### config.mk
export PLATFORM = sky130hd
export DESIGN_NAME = multicycle_ctrl
export DESIGN_NICKNAME = d
export VERILOG_FILES = /design/src/rtl/ctrl_pkg.sv /design/src/rtl/mem_wait_timer.sv /design/src/rtl/multicycle_ctrl.sv
export SDC_FILE = /design/constraint.sdc
export NUM_CORES = 1
export LEC_CHECK = 0
export BUFFER_PORTS_ARGS = -buffer_cell sky130_fd_sc_hd__buf_2
export CELL_PAD_IN_SITES_DETAIL_PLACEMENT = 0
export CELL_PAD_IN_SITES_GLOBAL_PLACEMENT = 1
export CORE_AREA = 4 4 54 75
export CTS_CLUSTER_DIAMETER = 150
export CTS_CLUSTER_SIZE = 30
export DETAILED_ROUTE_END_ITERATION = 10
export DIE_AREA = 0 0 58 79
export PLACE_DENSITY = 0.8
export SYNTH_ARGS = -nofsm -noshare
export SYNTH_HDL_FRONTEND = slang
export SYNTH_SLANG_ARGS = --single-unit
### constraint.sdc
create_clock -name clk -period 3.2 [get_ports clk]
set_clock_uncertainty 0.1 [all_clocks]
set_input_delay 0.48 -clock clk [delete_from_list [all_inputs] [get_ports clk]]
set_output_delay 0.48 -clock clk [all_outputs]
set_load 0.01 [all_outputs]
### src/rtl/ctrl_pkg.sv
// Shared encodings for the multicycle MIPS-subset control FSM:
// state codes, opcodes and datapath select values.
package ctrl_pkg;

   typedef enum logic [3:0] {
      S_FETCH    = 4'd0,
      S_DECODE   = 4'd1,
      S_MEM_ADDR = 4'd2,
      S_MEM_RD   = 4'd3,
      S_WB_LW    = 4'd4,
      S_MEM_WR   = 4'd5,
      S_EXEC_R   = 4'd6,
      S_WB_R     = 4'd7,
      S_BRANCH   = 4'd8,
      S_JUMP     = 4'd9,
      S_EXEC_I   = 4'd10,
      S_WB_I     = 4'd11
   } state_e;

   localparam logic [5:0] OP_RTYPE = 6'b000000;
   localparam logic [5:0] OP_LW    = 6'b100011;
   localparam logic [5:0] OP_SW    = 6'b101011;
   localparam logic [5:0] OP_BEQ   = 6'b000100;
   localparam logic [5:0] OP_J     = 6'b000010;
   localparam logic [5:0] OP_ADDI  = 6'b001000;

   localparam logic [1:0] ALUOP_ADD   = 2'b00;
   localparam logic [1:0] ALUOP_SUB   = 2'b01;
   localparam logic [1:0] ALUOP_FUNCT = 2'b10;

   localparam logic [1:0] SRCB_REG    = 2'b00;
   localparam logic [1:0] SRCB_FOUR   = 2'b01;
   localparam logic [1:0] SRCB_IMM    = 2'b10;
   localparam logic [1:0] SRCB_IMM_SH = 2'b11;

   localparam logic [1:0] PCSRC_ALU    = 2'b00;
   localparam logic [1:0] PCSRC_ALUOUT = 2'b01;
   localparam logic [1:0] PCSRC_JUMP   = 2'b10;

   // States that issue a memory request and wait on mem_ready.
   function automatic logic is_wait_state(input state_e s);
      return (s == S_FETCH) || (s == S_MEM_RD) || (s == S_MEM_WR);
   endfunction

endpackage

### src/rtl/mem_wait_timer.sv
// Counts consecutive cycles spent waiting on memory; flags expiry on the
// cycle the count would reach WAIT_LIMIT.
module mem_wait_timer #(
   parameter int WAIT_LIMIT = 15,
   parameter int CNT_W      = 8
) (
   input  logic clk,
   input  logic rst_n,
   input  logic clear,
   input  logic count_en,
   output logic expired
);

   logic [CNT_W-1:0] cnt_q, cnt_d;

   always_comb begin
      cnt_d = cnt_q;
      if (clear)
         cnt_d = '0;
      else if (count_en)
         cnt_d = cnt_q + 1'b1;
   end

   always_ff @(posedge clk or negedge rst_n) begin
      if (!rst_n)
         cnt_q <= '0;
      else
         cnt_q <= cnt_d;
   end

   assign expired = count_en && (cnt_q == CNT_W'(WAIT_LIMIT - 1));

endmodule

### src/rtl/multicycle_ctrl.sv
// Main control FSM of the multicycle MIPS-subset core: sequences
// fetch/decode/execute/memory/writeback and drives all datapath controls.
module multicycle_ctrl
   import ctrl_pkg::*;
#(
   parameter int WAIT_LIMIT = 15,
   parameter int CNT_W      = 8
) (
   input  logic       clk,
   input  logic       rst_n,
   input  logic [5:0] opcode,
   input  logic       zero,
   input  logic       mem_ready,
   output logic       pc_en,
   output logic       pc_write_cond,
   output logic       i_or_d,
   output logic       mem_read,
   output logic       mem_write,
   output logic       ir_write,
   output logic       mem_to_reg,
   output logic       reg_dst,
   output logic       reg_write,
   output logic       alu_src_a,
   output logic [1:0] alu_src_b,
   output logic [1:0] alu_op,
   output logic [1:0] pc_source,
   output logic       illegal_op,
   output logic       mem_timeout,
   output logic [3:0] state
);

   state_e state_q, state_d;
   logic   illegal_q, illegal_d;
   logic   timeout_q;
   logic   pc_write;
   logic   wait_clear, wait_count, wait_expired;

   // Counter restarts on every state change, on completion and after a timeout.
   assign wait_count = is_wait_state(state_q) && !mem_ready;
   assign wait_clear = mem_ready || wait_expired || (state_d != state_q);

   mem_wait_timer #(
      .WAIT_LIMIT (WAIT_LIMIT),
      .CNT_W      (CNT_W)
   ) u_timer (
      .clk      (clk),
      .rst_n    (rst_n),
      .clear    (wait_clear),
      .count_en (wait_count),
      .expired  (wait_expired)
   );

   always_ff @(posedge clk or negedge rst_n) begin
      if (!rst_n) begin
         state_q   <= S_FETCH;
         illegal_q <= 1'b0;
         timeout_q <= 1'b0;
      end else begin
         state_q   <= state_d;
         illegal_q <= illegal_d;
         timeout_q <= wait_expired;
      end
   end

   always_comb begin
      state_d   = state_q;
      illegal_d = 1'b0;
      case (state_q)
         S_FETCH: begin
            if (mem_ready)
               state_d = S_DECODE;
         end
         S_DECODE: begin
            case (opcode)
               OP_RTYPE:     state_d = S_EXEC_R;
               OP_LW, OP_SW: state_d = S_MEM_ADDR;
               OP_BEQ:       state_d = S_BRANCH;
               OP_J:         state_d = S_JUMP;
               OP_ADDI:      state_d = S_EXEC_I;
               default: begin
                  state_d   = S_FETCH;
                  illegal_d = 1'b1;
               end
            endcase
         end
         S_MEM_ADDR: begin
            if (opcode == OP_LW)
               state_d = S_MEM_RD;
            else if (opcode == OP_SW)
               state_d = S_MEM_WR;
            else
               state_d = S_FETCH;
         end
         S_MEM_RD: begin
            if (mem_ready)
               state_d = S_WB_LW;
            else if (wait_expired)
               state_d = S_FETCH;
         end
         S_MEM_WR: begin
            if (mem_ready || wait_expired)
               state_d = S_FETCH;
         end
         S_EXEC_R: state_d = S_WB_R;
         S_EXEC_I: state_d = S_WB_I;
         default:  state_d = S_FETCH;
      endcase
   end

   always_comb begin
      pc_write      = 1'b0;
      pc_write_cond = 1'b0;
      i_or_d        = 1'b0;
      mem_read      = 1'b0;
      mem_write     = 1'b0;
      ir_write      = 1'b0;
      mem_to_reg    = 1'b0;
      reg_dst       = 1'b0;
      reg_write     = 1'b0;
      alu_src_a     = 1'b0;
      alu_src_b     = SRCB_REG;
      alu_op        = ALUOP_ADD;
      pc_source     = PCSRC_ALU;
      case (state_q)
         S_FETCH: begin
            mem_read  = 1'b1;
            alu_src_b = SRCB_FOUR;
            ir_write  = mem_ready;
            pc_write  = mem_ready;
         end
         S_DECODE: alu_src_b = SRCB_IMM_SH;
         S_MEM_ADDR, S_EXEC_I: begin
            alu_src_a = 1'b1;
            alu_src_b = SRCB_IMM;
         end
         S_MEM_RD: begin
            mem_read = 1'b1;
            i_or_d   = 1'b1;
         end
         S_WB_LW: begin
            reg_write  = 1'b1;
            mem_to_reg = 1'b1;
         end
         S_MEM_WR: begin
            mem_write = 1'b1;
            i_or_d    = 1'b1;
         end
         S_EXEC_R: begin
            alu_src_a = 1'b1;
            alu_op    = ALUOP_FUNCT;
         end
         S_WB_R: begin
            reg_write = 1'b1;
            reg_dst   = 1'b1;
         end
         S_BRANCH: begin
            alu_src_a     = 1'b1;
            alu_op        = ALUOP_SUB;
            pc_write_cond = 1'b1;
            pc_source     = PCSRC_ALUOUT;
         end
         S_JUMP: begin
            pc_write  = 1'b1;
            pc_source = PCSRC_JUMP;
         end
         S_WB_I: reg_write = 1'b1;
         default: ;
      endcase
   end

   assign pc_en       = pc_write | (pc_write_cond & zero);
   assign illegal_op  = illegal_q;
   assign mem_timeout = timeout_q;
   assign state       = state_q;

endmodule

==> results of run 1 <==
sequential cells by signal, indices dropped and copies added (netlist names):
name,count
mem_timeout,1
illegal_op,1
u_timer.cnt_q,8
state,4
kinds of logic after synthesis:
group,count (synthesis)
compound gates,32
xor+xnor,11
buf+inv,19
simple gates,67
flops,14
fa+ha+maj,2
metrics by stage:
step / cell area (um2) / std cells / power, W
finish: 1480 / 207 / 0.000481
global route: 1480 / 207 / 0.000507
CTS: 1480 / 207 / 0.000486
detailed placement: 1430 / 203 / 0.000309
global placement: 1430 / 203 / 0.000306
floorplan: 1310 / 145 / 0.000277
worst reg2reg max path, stage by stage, from the launching register on:
cell and delay [ns]:
dfrtp_1 0.63, or4b_4 0.62, o22ai_4 0.36, a2111oi_4 0.18, o221ai_4 0.34, nor3_2 0.08
power by group through the flow:
stage               sequential [W]  clock (W)  combinational (W)
floorplan                 0.000192          0          0.0000853
global placement          0.000197          0           0.000109
detailed placement        0.000197          0           0.000112
CTS                       0.000194   0.000180           0.000112
global route              0.000196   0.000188           0.000123
finish                    0.000194   0.000176           0.000111
worst max path at each step:
stage / from / to / slack (ns) / cells past startpoint
2_1_floorplan: state[2] / pc_en / 1.09 / 5
6_report: state[1] / pc_en / 0.67 / 5
3_3_place_gp: state[2] / u_timer.cnt_q[3] / 0.86 / 5
3_5_place_dp: state[2] / u_timer.cnt_q[4] / 0.78 / 5
5_1_grt: state[1] / pc_en / 0.56 / 5
4_1_cts: state[1] / pc_en / 0.66 / 5
cell type report:
cell class | instances | share of cell area [%]
Sequential cell | 14 | 23.6
Inverter | 6 | 1.52
Clock buffer | 4 | 3.71
Multi-Input combinational cell | 112 | 57.3
Timing Repair Buffer | 31 | 10.5
Tap cell | 40 | 3.38
layer usage:
metal / up-vias / GRT usage [%]
li1: 577 / -
met1: 588 / 16.7
met2: 39 / 29.6
met3: 6 / 1.79
met4: 0 / 7.19
met5: - / 0
layout by cell type (no fill, tap or decap), types with 5 or more instances in the layout:
cell type,instances
inv_1,6
nand2_1,10
a21oi_1,7
nand4_1,5
and3_1,5
xor2_1,10
buf_2,31
nor2_1,9
nor3_2,7
o21ai_0,5
dfrtp_1,14
nor3_1,7
==> impl_metrics.csv, run 1 <==
group,metric,value,unit
clock_tree,insertion_delay,0.25,ns
power,power_frac_seq,40.4,%
worst_setup_path,required,2.62,ns
worst_setup_path,critical_path_class,"reg -> out",
logic_synthesis,synth-xor-area-share,7.38,%
power,peakVddDrop,0.165,mV
run,drv_cap,0,
logic_synthesis,synth_fp_nets,157,
timing,finalSetupViolCount,0,
final_layout,drive_gt1_share,34.7,%
placed_design,portBuffers,31,
detailed_routing,via_count,1210,
logic_synthesis,synth.area.top_cells,"dfrtp_1 (27%), xor2_1 (6.7%), nor3_2 (5.4%)",
worst_hold_path,worst_hold_path_type,"in -> async",
worst_setup_path,reg2regPathDepth,5,
detailed_routing,vias_per_cell,5.85,
worst_setup_path,timing.rr.end,"u_timer.cnt_q[4]",
worst_setup_path,r2r_setup_slack,0.77,ns
clock_tree,cts-resized-gates,0,
logic_synthesis,synth_ff_type,"dfrtp_1",
clock_tree,cts_buffers,3,
logic_synthesis,synth_top_family_by_area,"simple AND/OR/NAND/NOR gates",
detailed_routing,drt_iter0_drc,48,
final_layout,area_growth,13.6,%
final_layout,final_nets,180,
detailed_routing,highest_layer,"met4",
final_layout,n_antenna_cell,0,
worst_setup_path,crit_arrival,1.95,ns
global_routing,antenna_found_initial,0,
logic_synthesis,synth_top_area_share,26.8,%
timing,rsz0062_at_grt,"false",
clock_tree,cts.sinks,14,
logic_synthesis,avgSynthCellArea,9.00,um2
global_routing,grt_pass1_wl,5610,um
timing,finalMaxSlewViolations,0,
timing,tightest_slew,0.683,ns
logic_synthesis,yosys.area.top_type,"dfrtp_1",
floorplanning,num_rows,25,
final_layout,fillerInstances,353,
clock_tree,cts_tree,"yes",
timing,period_minus_slack,2.53,ns
logic_synthesis,yosysSeqAreaShare,26.8,%
clock_tree,cts_hold_buf,0,
worst_setup_path,worst_path_largest_cell_delay,0.69,ns
logic_synthesis,synthMuxAreaShare,0,%
global_routing,grt_max_degree,21,
clock_tree,cts_max_level,1,
logic_synthesis,netlist_area,0.00131,mm2
logic_synthesis,async_reset_ff_share,100,%
clock_tree,cts.clk_slew.worst_paths,0.06,ns
placed_design,place_ws,0.781,ns
detailed_routing,ant_nets,0,
detailed_routing,totalWireLength,3320,um
timing,maxSlewHeadroom,54.5,%
power,p_switching,0.000146,W
worst_setup_path,worstSetupStartpointType,"flop",
clock_tree,cts_setup_buffers,0,
power,power_density,324,mW/mm2
detailed_routing,wl_met3,165,um
logic_synthesis,postSynthCellCount,145,
worst_setup_path,slowest_stage,"dfrtp_1",
power,switching_share,30.5,%
worst_setup_path,critPathBufInv,2,
floorplanning,die_w,58,um
logic_synthesis,synth-compound-area-share,22.3,%
logic_synthesis,ys_types,46,
floorplanning,fp.dieArea,0.00458,mm2
global_routing,gr-total-overflow,0,
status,status,"complete, no violations",
global_routing,grt_pass1_vias,1241,
final_layout,final_util,43.9,%
power,clkPwrFrac,36.5,%
logic_synthesis,synth_most_common_cell,"dfrtp_1",
timing,finalWorstSetupSlack,0.670,ns
timing,min_period_over_period,79.1,%
logic_synthesis,synth_fa_ha_area_share,1.92,%
floorplanning,start_util,38.6,%
detailed_routing,wl_met1,1290,um
floorplanning,num_io_pins,32,
clock_tree,cts-root-buf,"clkbuf_8",
global_routing,grt_use_total,15.7,%
timing,worst_hold_slack,0.0255,ns
placed_design,gp_congestion,0.760,
worst_setup_path,crit_family,"flip-flops",
timing,setup_tns,0,ns
power,combPwrFrac,23.1,%
detailed_routing,routed-wl-met2,1790,um
worst_setup_path,r2r-start,"state[2]",
logic_synthesis,ys_ff_latch,14,
detailed_routing,drc,0,
timing,max_freq,0.395,GHz
logic_synthesis,synth_warnings,0,
logic_synthesis,synth_commonest_cells,"dfrtp_1 (14), nand2_1 (10), xor2_1 (10)",
timing,hold_viol,0,
power,intPower,0.000334,W
logic_synthesis,yosys.area_share.simple,33.5,%
final_layout,multiInputGateArea,850,um2
floorplanning,core-area,0.00338,mm2
power,p_leak,0.709,nW
clock_tree,cts.path.max_buffers,2,
worst_setup_path,cp_cell_sequence,"inv_1 > nand2_1 > nor2_1 > a211o_1 > buf_2",
final_layout,seq_area,350,um2
detailed_routing,wl_per_cell,16.0,um
detailed_routing,drtPass1Iterations,4,
placed_design,dpl.hpwl,2550,um
floorplanning,die_h,79,um
worst_setup_path,endpoint_kind,"output pin",
worst_setup_path,worst-path-max-fanout,18,
logic_synthesis,synth-edff-count,0,
Power figures use the tool's default switching activity.
==> run 2: changes to the inputs <==
--- a/config.mk
+++ b/config.mk
@@ -5,15 +5,16 @@
 export SDC_FILE = /design/constraint.sdc
 export NUM_CORES = 1
 export LEC_CHECK = 0
+export ABC_AREA = 1
 export BUFFER_PORTS_ARGS = -buffer_cell sky130_fd_sc_hd__buf_2
 export CELL_PAD_IN_SITES_DETAIL_PLACEMENT = 0
 export CELL_PAD_IN_SITES_GLOBAL_PLACEMENT = 1
-export CORE_AREA = 4 4 54 75
+export CORE_AREA = 4 4 55 77
 export CTS_CLUSTER_DIAMETER = 150
 export CTS_CLUSTER_SIZE = 30
 export DETAILED_ROUTE_END_ITERATION = 10
-export DIE_AREA = 0 0 58 79
-export PLACE_DENSITY = 0.8
+export DIE_AREA = 0 0 59 81
+export PLACE_DENSITY = 0.75
 export SYNTH_ARGS = -nofsm -noshare
 export SYNTH_HDL_FRONTEND = slang
 export SYNTH_SLANG_ARGS = --single-unit
==> constraint.sdc (replaced) <==
create_clock -name clk -period 2.1 [get_ports clk]
set_clock_uncertainty 0.1 [all_clocks]
set_input_delay 0.315 -clock clk [delete_from_list [all_inputs] [get_ports clk]]
set_output_delay 0.315 -clock clk [all_outputs]
set_load 0.01 [all_outputs]
==> impl_metrics.csv, run 2 <==
group,metric,value,unit
status,status,"complete, no violations",
logic_synthesis,ys_ff_latch,14,
timing,period_minus_slack,1.94,ns
logic_synthesis,synth_most_common_cell,"nand2_1",
clock_tree,cts_max_level,1,
global_routing,gr-total-overflow,0,
logic_synthesis,synth_commonest_cells,"nand2_1 (29), nor2_1 (25), inv_1 (22)",
timing,setup_tns,0,ns
power,p_switching,0.000201,W
logic_synthesis,synth_warnings,0,
power,power_density,488,mW/mm2
timing,maxSlewHeadroom,71.8,%
clock_tree,cts.clk_slew.worst_paths,0.05,ns
logic_synthesis,synth-edff-count,0,
floorplanning,fp.dieArea,0.00478,mm2
run,drv_cap,0,
timing,finalSetupViolCount,0,
global_routing,grt_max_degree,15,
floorplanning,die_h,81,um
logic_synthesis,async_reset_ff_share,100,%
timing,hold_viol,0,
final_layout,n_antenna_cell,0,
power,intPower,0.000461,W
timing,max_freq,0.514,GHz
clock_tree,cts.path.max_buffers,2,
worst_setup_path,reg2regPathDepth,9,
floorplanning,die_w,59,um
worst_setup_path,critical_path_class,"reg -> out",
floorplanning,num_io_pins,32,
logic_synthesis,postSynthCellCount,153,
clock_tree,cts.sinks,14,
power,peakVddDrop,0.251,mV
worst_setup_path,endpoint_kind,"output pin",
worst_hold_path,worst_hold_path_type,"in -> reg",
global_routing,grt_use_total,12.8,%
final_layout,final_cell_count_no_fill,229,
timing,rsz0062_at_grt,"false",
logic_synthesis,synth_top_area_share,31.7,%
final_layout,mostFrequentLayoutCells,"buf_2 (31), nand2_1 (29), nor2_1 (24)",
final_layout,final_nets,201,
timing,finalMaxSlewViolations,0,
power,switching_share,30.4,%
logic_synthesis,ys_types,23,
global_routing,grt_pass1_wl,4690,um
detailed_routing,via_count,1046,
detailed_routing,totalWireLength,2750,um
placed_design,portBuffers,31,
timing,worst_hold_slack,0.359,ns
logic_synthesis,yosysSeqAreaShare,31.7,%
detailed_routing,vias_per_cell,4.57,
placed_design,dp_cells,225,
logic_synthesis,synth_ff_type,"dfrtp_1",
logic_synthesis,avgSynthCellArea,7.21,um2
floorplanning,num_rows,26,
detailed_routing,drt_iter0_drc,31,
clock_tree,cts_tree,"yes",
power,combPwrFrac,23.1,%
timing,min_period_over_period,92.6,%
worst_setup_path,slowest_stage,"dfrtp_1",
worst_setup_path,crit_arrival,1.53,ns
worst_setup_path,required,1.68,ns
logic_synthesis,synth.area.top_cells,"dfrtp_1 (32%), nand2_1 (9.9%), nor2_1 (8.5%)",
power,power_frac_seq,43.8,%
timing,tightest_slew,0.420,ns
worst_setup_path,worstSetupStartpointType,"flop",
final_layout,largest_register_ffs,8,
power,p_leak,0.745,nW
logic_synthesis,netlist_area,0.00110,mm2
clock_tree,cts-root-buf,"clkbuf_8",
worst_setup_path,worst-path-max-fanout,5,
final_layout,area_growth,23.0,%
power,clkPwrFrac,33.1,%
global_routing,grt_pass1_vias,1130,
final_layout,final_common_cell,"buf_2",
detailed_routing,ant_nets,0,
placed_design,dpl.hpwl,2280,um
logic_synthesis,synth_fp_nets,165,
worst_setup_path,worst_path_largest_cell_delay,0.44,ns
logic_synthesis,yosys.area.top_type,"dfrtp_1",
detailed_routing,drtPass1Iterations,5,
placed_design,gp_congestion,0.806,
clock_tree,insertion_delay,0.24,ns
final_layout,drive_gt1_share,34.2,%
worst_setup_path,cp_cell_sequence,"inv_1 > nor2_1 > inv_1 > nor2_1 > a211o_1 > buf_2",
clock_tree,cts_buffers,3,
detailed_routing,wl_per_cell,12.0,um
global_routing,antenna_found_initial,0,
floorplanning,start_util,30.8,%
worst_hold_path,hold_depth,4,
final_layout,largest_register,"u_timer.cnt_q",
detailed_routing,drc,0,
floorplanning,core-area,0.00358,mm2
run 2: cell types whose count changed after synthesis, sizes merged, moves of 6 or more:
cell / change
inv: +19
nand2: +27
nor2: +23
nand3: +9
and3: -6
xor2: -7
a21oi: -8
buf: -6
run 2: power by group through the flow:
| stage | sequential [W] | combinational (W) | clock (W) |
|---|---|---|---|
| CTS | 0.000290 | 0.000155 | 0.000225 |
| floorplan | 0.000297 | 0.0000939 | 0 |
| detailed placement | 0.000295 | 0.000153 | 0 |
| global route | 0.000291 | 0.000173 | 0.000235 |
| global placement | 0.000295 | 0.000153 | 0 |
| finish | 0.000290 | 0.000153 | 0.000219 |
run 2: path summary, 6_finish.rpt:
path,from,end,slack [ns]
worst max-delay path,state[3],pc_en,0.16
worst min-delay path,mem_ready,mem_timeout,0.36
worst max register to register,state[0],u_timer.cnt_q[0],0.26
worst min register to register,u_timer.cnt_q[0],u_timer.cnt_q[0],0.47
max in group asynchronous,rst_n,state[0],1.25
min in group asynchronous,rst_n,u_timer.cnt_q[2],0.40
run 2: worst max-delay path, delay by kind of cell, from the launching register on:
family | cells | cell delay [ns]
flops | 1 | 0.44
simple gates | 2 | 0.15
compound gates | 1 | 0.26
buf+inv | 3 | 0.45
run 2: logic make-up (layout without fill, tap and decap cells):
logic type / after synthesis / after routing / share of synthesized area [%]
xor gates and xnor gates: 6 / 6 / 4.76
AOI/OAI and AO/OA: 7 / 7 / 3.74
adders and majority gates: 2 / 2 / 2.27
buffers and inverters: 27 / 61 / 9.86
DFF: 14 / 14 / 31.7
and+or+nand+nor: 97 / 97 / 47.6
run 2: cell type report:
type                       count  area [um2]
tap                           42        52.6
inverter                      25        93.8
sequential                    14         350
clock buffer                   3        41.3
fill                         405        2220
timing repair buffer          33         173
multi-input combinational    112         647
run 2: metal layers:
layer  wire (um)  part of all wire (%)  track usage, %
met3         132                   4.8            2.38
met2        1480                    54            25.2
met5           0                     0               0
met1        1080                    39            12.8
met4          53                   1.9            4.76
run 2: per-stage QoR:
step	total power (W)	cell area, um2	setup WS [ns]	util, %
after floorplan	0.000391	1100	0.409	-
final	0.000662	1360	0.156	37.9
after detailed placement	0.000448	1300	0.249	36.4
after global routing	0.000699	1360	0.0466	37.9
after global placement	0.000447	1300	0.269	36.4
after CTS	0.000670	1360	0.0820	37.9
run 2: timing repair:
item                                    4_1_cts  5_1_grt
endpoints found under the hold margin        14        0
endpoints found under the setup margin        0        2
hold buffers                                  1        0
gates resized for setup                       0        1
buffers inserted                              0        0
==> run 3: changes to the inputs <==
--- a/config.mk
+++ b/config.mk
@@ -9,12 +9,13 @@
 export BUFFER_PORTS_ARGS = -buffer_cell sky130_fd_sc_hd__buf_2
 export CELL_PAD_IN_SITES_DETAIL_PLACEMENT = 0
 export CELL_PAD_IN_SITES_GLOBAL_PLACEMENT = 1
-export CORE_AREA = 4 4 55 77
+export CORE_AREA = 4 4 56 78
 export CTS_CLUSTER_DIAMETER = 150
 export CTS_CLUSTER_SIZE = 30
 export DETAILED_ROUTE_END_ITERATION = 10
-export DIE_AREA = 0 0 59 81
-export PLACE_DENSITY = 0.75
+export DIE_AREA = 0 0 60 82
+export PLACE_DENSITY = 0.76
 export SYNTH_ARGS = -nofsm -noshare
 export SYNTH_HDL_FRONTEND = slang
+export SYNTH_HIERARCHICAL = 1
 export SYNTH_SLANG_ARGS = --single-unit
==> impl_metrics.csv, run 3 <==
group,metric,value,unit
status,status,"finished with violations",
status,violations,"negative setup slack",
clock_tree,insertion_delay,0.25,ns
worst_setup_path,worstSetupStartpointType,"flop",
floorplanning,start_util,30.5,%
timing,worst_hold_slack,0.285,ns
clock_tree,cts-root-buf,"clkbuf_8",
worst_setup_path,worst_path_largest_cell_delay,0.44,ns
detailed_routing,ant_nets,0,
final_layout,fillerInstances,370,
power,peakVddDrop,0.325,mV
detailed_routing,totalWireLength,3650,um
power,p_total,0.000780,W
clock_tree,cts.sinks,14,
worst_setup_path,critPathBufInv,3,
logic_synthesis,synth_ff_type,"dfrtp_1",
clock_tree,cts.path.max_buffers,2,
floorplanning,num_io_pins,32,
final_layout,final_common_cell,"buf_4",
logic_synthesis,async_reset_ff_share,100,%
final_layout,largest_register,"u_timer/cnt_q",
final_layout,n_antenna_cell,0,
detailed_routing,wl_per_cell,12.1,um
floorplanning,die_h,82,um
timing,setup_tns,-4.65,ns
placed_design,gp_congestion,0.860,
logic_synthesis,yosys.area.top_type,"dfrtp_1",
logic_synthesis,yosysSeqAreaShare,31.5,%
logic_synthesis,synth_warnings,6,
worst_setup_path,cp_cell_sequence,"inv_2 > nand2_4 > nor2_4 > inv_2 > a31oi_1 > buf_4 > nand3_4 > nor4_4 > nor2_2 > nand3_2 > nand2_1 > nor2_2 > nand2_2 > nand2_1 > nand2_1 > nor2_2 > nand3_4 > nor2_4 > nor2_4 > nand2_2 > nand2_1 > nand2_1 > nor2_1",
worst_setup_path,crit_top_cell,"nand2_1",
power,switching_share,31.5,%
detailed_routing,drc,0,
power,clkPwrFrac,30.4,%
final_layout,final_nets,273,
final_layout,mostFrequentLayoutCells,"buf_4 (46), nor2_1 (34), nand2_1 (33)",
final_layout,largest_register_ffs,8,
final_layout,drive_gt1_share,51.2,%
global_routing,grt_pass1_wl,5660,um
power,power_frac_seq,36.9,%
timing,finalSetupViolCount,10,
global_routing,grt_max_degree,15,
power,intPower,0.000534,W
placed_design,portBuffers,31,
logic_synthesis,synth.area.top_cells,"dfrtp_1 (31%), nor2_1 (13%), nand2_1 (13%)",
global_routing,grt_use_total,15.2,%
logic_synthesis,synth_commonest_cells,"nor2_1 (39), nand2_1 (38), inv_1 (23)",
run,drv_cap,0,
logic_synthesis,ys_types,25,
timing,tightest_slew,0.332,ns
placed_design,dp_cells,286,
worst_setup_path,crit_arrival,2.77,ns
clock_tree,cts.clk_slew.worst_paths,0.07,ns
worst_setup_path,endpoint_kind,"flop",
worst_hold_path,worst_hold_path_type,"in -> reg",
clock_tree,cts_max_level,1,
worst_setup_path,critical_path_class,"reg -> reg",
detailed_routing,drt_iter0_drc,59,
logic_synthesis,synth-edff-count,0,
logic_synthesis,avgSynthCellArea,6.28,um2
detailed_routing,drtPass1Iterations,4,
global_routing,antenna_found_initial,0,
timing,rsz0062_at_grt,"true",
final_layout,area_growth,67.6,%
worst_setup_path,crit_family,"simple AND/OR/NAND/NOR gates",
power,p_switching,0.000246,W
floorplanning,fp.dieArea,0.00492,mm2
timing,finalMaxSlewViolations,0,
timing,finalWorstSetupSlack,-0.630,ns
clock_tree,cts_buffers,3,
timing,hold_viol,0,
global_routing,grt_pass1_vias,1366,
timing,period_minus_slack,2.73,ns
placed_design,dpl.hpwl,2740,um
worst_setup_path,required,2.14,ns
floorplanning,die_w,60,um
logic_synthesis,ys_ff_latch,14,
power,combPwrFrac,32.8,%
logic_synthesis,synth_top_family_by_area,"simple AND/OR/NAND/NOR gates",
floorplanning,num_rows,26,
floorplanning,core-area,0.00364,mm2
logic_synthesis,synthMuxAreaShare,0,%
logic_synthesis,synth-compound-area-share,6.97,%
logic_synthesis,postSynthCellCount,177,
logic_synthesis,synth_top_area_share,31.5,%
global_routing,gr-total-overflow,0,
worst_setup_path,slowest_stage,"dfrtp_2",
logic_synthesis,synth_fp_nets,189,
logic_synthesis,synth_fa_ha_area_share,2.25,%
timing,min_period_over_period,130,%
worst_setup_path,worst-path-max-fanout,5,
logic_synthesis,synth_most_common_cell,"nor2_1",
power,p_leak,1.05,nW
placed_design,dpl_cell_area,0.00164,mm2
final_layout,final_cell_count_no_fill,302,
final_layout,fin_area,0.00186,mm2
logic_synthesis,netlist_area,0.00111,mm2
clock_tree,cts_tree,"yes",
timing,maxSlewHeadroom,77.9,%
logic_synthesis,yosys.area_share.simple,47.5,%
detailed_routing,vias_per_cell,4.59,
logic_synthesis,synth-xor-area-share,0,%
detailed_routing,via_count,1387,
timing,max_freq,0.366,GHz
power,power_density,419,mW/mm2
[run 3: changes by cell type in the layout (fill, tap and decap cells not counted), moves of 4 or more]
cell     before  now
nor3_2        8    1
nand2_1      29   33
nand3_1      12    8
dfrtp_1      14   10
dfrtp_2       0    4
nand2_2       6   12
nor2_1       24   34
inv_2         3    9
buf_4         1   46
[run 3: final cells by class]
cell class              instances  area, um2  share of cell area (%)
multi-input cells             131        752                    40.3
repair buffers                 81        544                    29.2
flip-flops and latches         14        355                    19.1
inverters                      30        115                    6.17
well taps                      42       52.6                    2.82
clock buffers                   4       45.0                    2.42
[run 3: timing repair]
item / in CTS / in global routing
gates resized for setup: 13 / 12
pin swaps: 10 / 6
hold buffers: 1 / 0
setup endpoints to repair: 10 / 12
setup buffers: 7 / 4
hold endpoints to repair: 14 / 0
[run 3: power groups by stage]
stage          combinational [W]  sequential, W  clock, W
3_3_place_gp            0.000217       0.000292         0
6_report                0.000256       0.000288  0.000237
3_5_place_dp            0.000217       0.000291         0
5_1_grt                 0.000282       0.000288  0.000257
4_1_cts                 0.000243       0.000288  0.000241
2_1_floorplan           0.000107       0.000295         0
[run 3: worst reg2reg max path: stages, from the launching register on]
cell     delay (ns)
dfrtp_2        0.44
inv_2          0.09
nand2_4        0.07
nor2_4         0.12
inv_2          0.04
a31oi_1        0.11
buf_4          0.14
nand3_4        0.08
nor4_4         0.22
nor2_2         0.12
nand3_2        0.10
nand2_1        0.06
nor2_2         0.09
nand2_2        0.07
nand2_1        0.06
nand2_1        0.06
nor2_2         0.13
nand3_4        0.12
nor2_4         0.14
nor2_4         0.06
nand2_2        0.07
nand2_1        0.04
nand2_1        0.05
nor2_1         0.04
[run 3: worst paths after layout]
| kind | from | end | slack, ns | cells after the start |
|---|---|---|---|---|
| min | opcode[3] | state[2] | 0.28 | 3 |
| min reg2reg | u_timer/cnt_q[4] | mem_timeout | 0.42 | 1 |
| min in group asynchronous | rst_n | u_timer/cnt_q[3] | 0.41 | 2 |
| max reg2reg | state[3] | u_timer/cnt_q[5] | -0.63 | 23 |
| max in group asynchronous | rst_n | state[2] | 1.22 | 2 |
| max | state[3] | u_timer/cnt_q[5] | -0.63 | 23 |
[run 3: logic make-up after synthesis]
logic type | after synthesis
simple gates | 116
buf+inv | 32
compound gates | 13
flops | 14
fa+ha+maj | 2
[run 3: metrics by stage]
step                util, %  setup slack (ns)
finish                 51.2            -0.630
global route           51.2            -0.811
CTS                    49.1            -0.619
detailed placement     45.1            -0.594
global placement       45.1            -0.621
floorplan                 -            -0.550
[run 3: metal layers]
layer / vias to the layer above / track usage, % / part of all wire [%]
met2: 24 / 28.4 / 55
li1: 720 / - / -
met4: 0 / 7.98 / 3.0
met1: 634 / 16.3 / 39
met5: - / 0 / 0
met3: 9 / 1.42 / 2.8
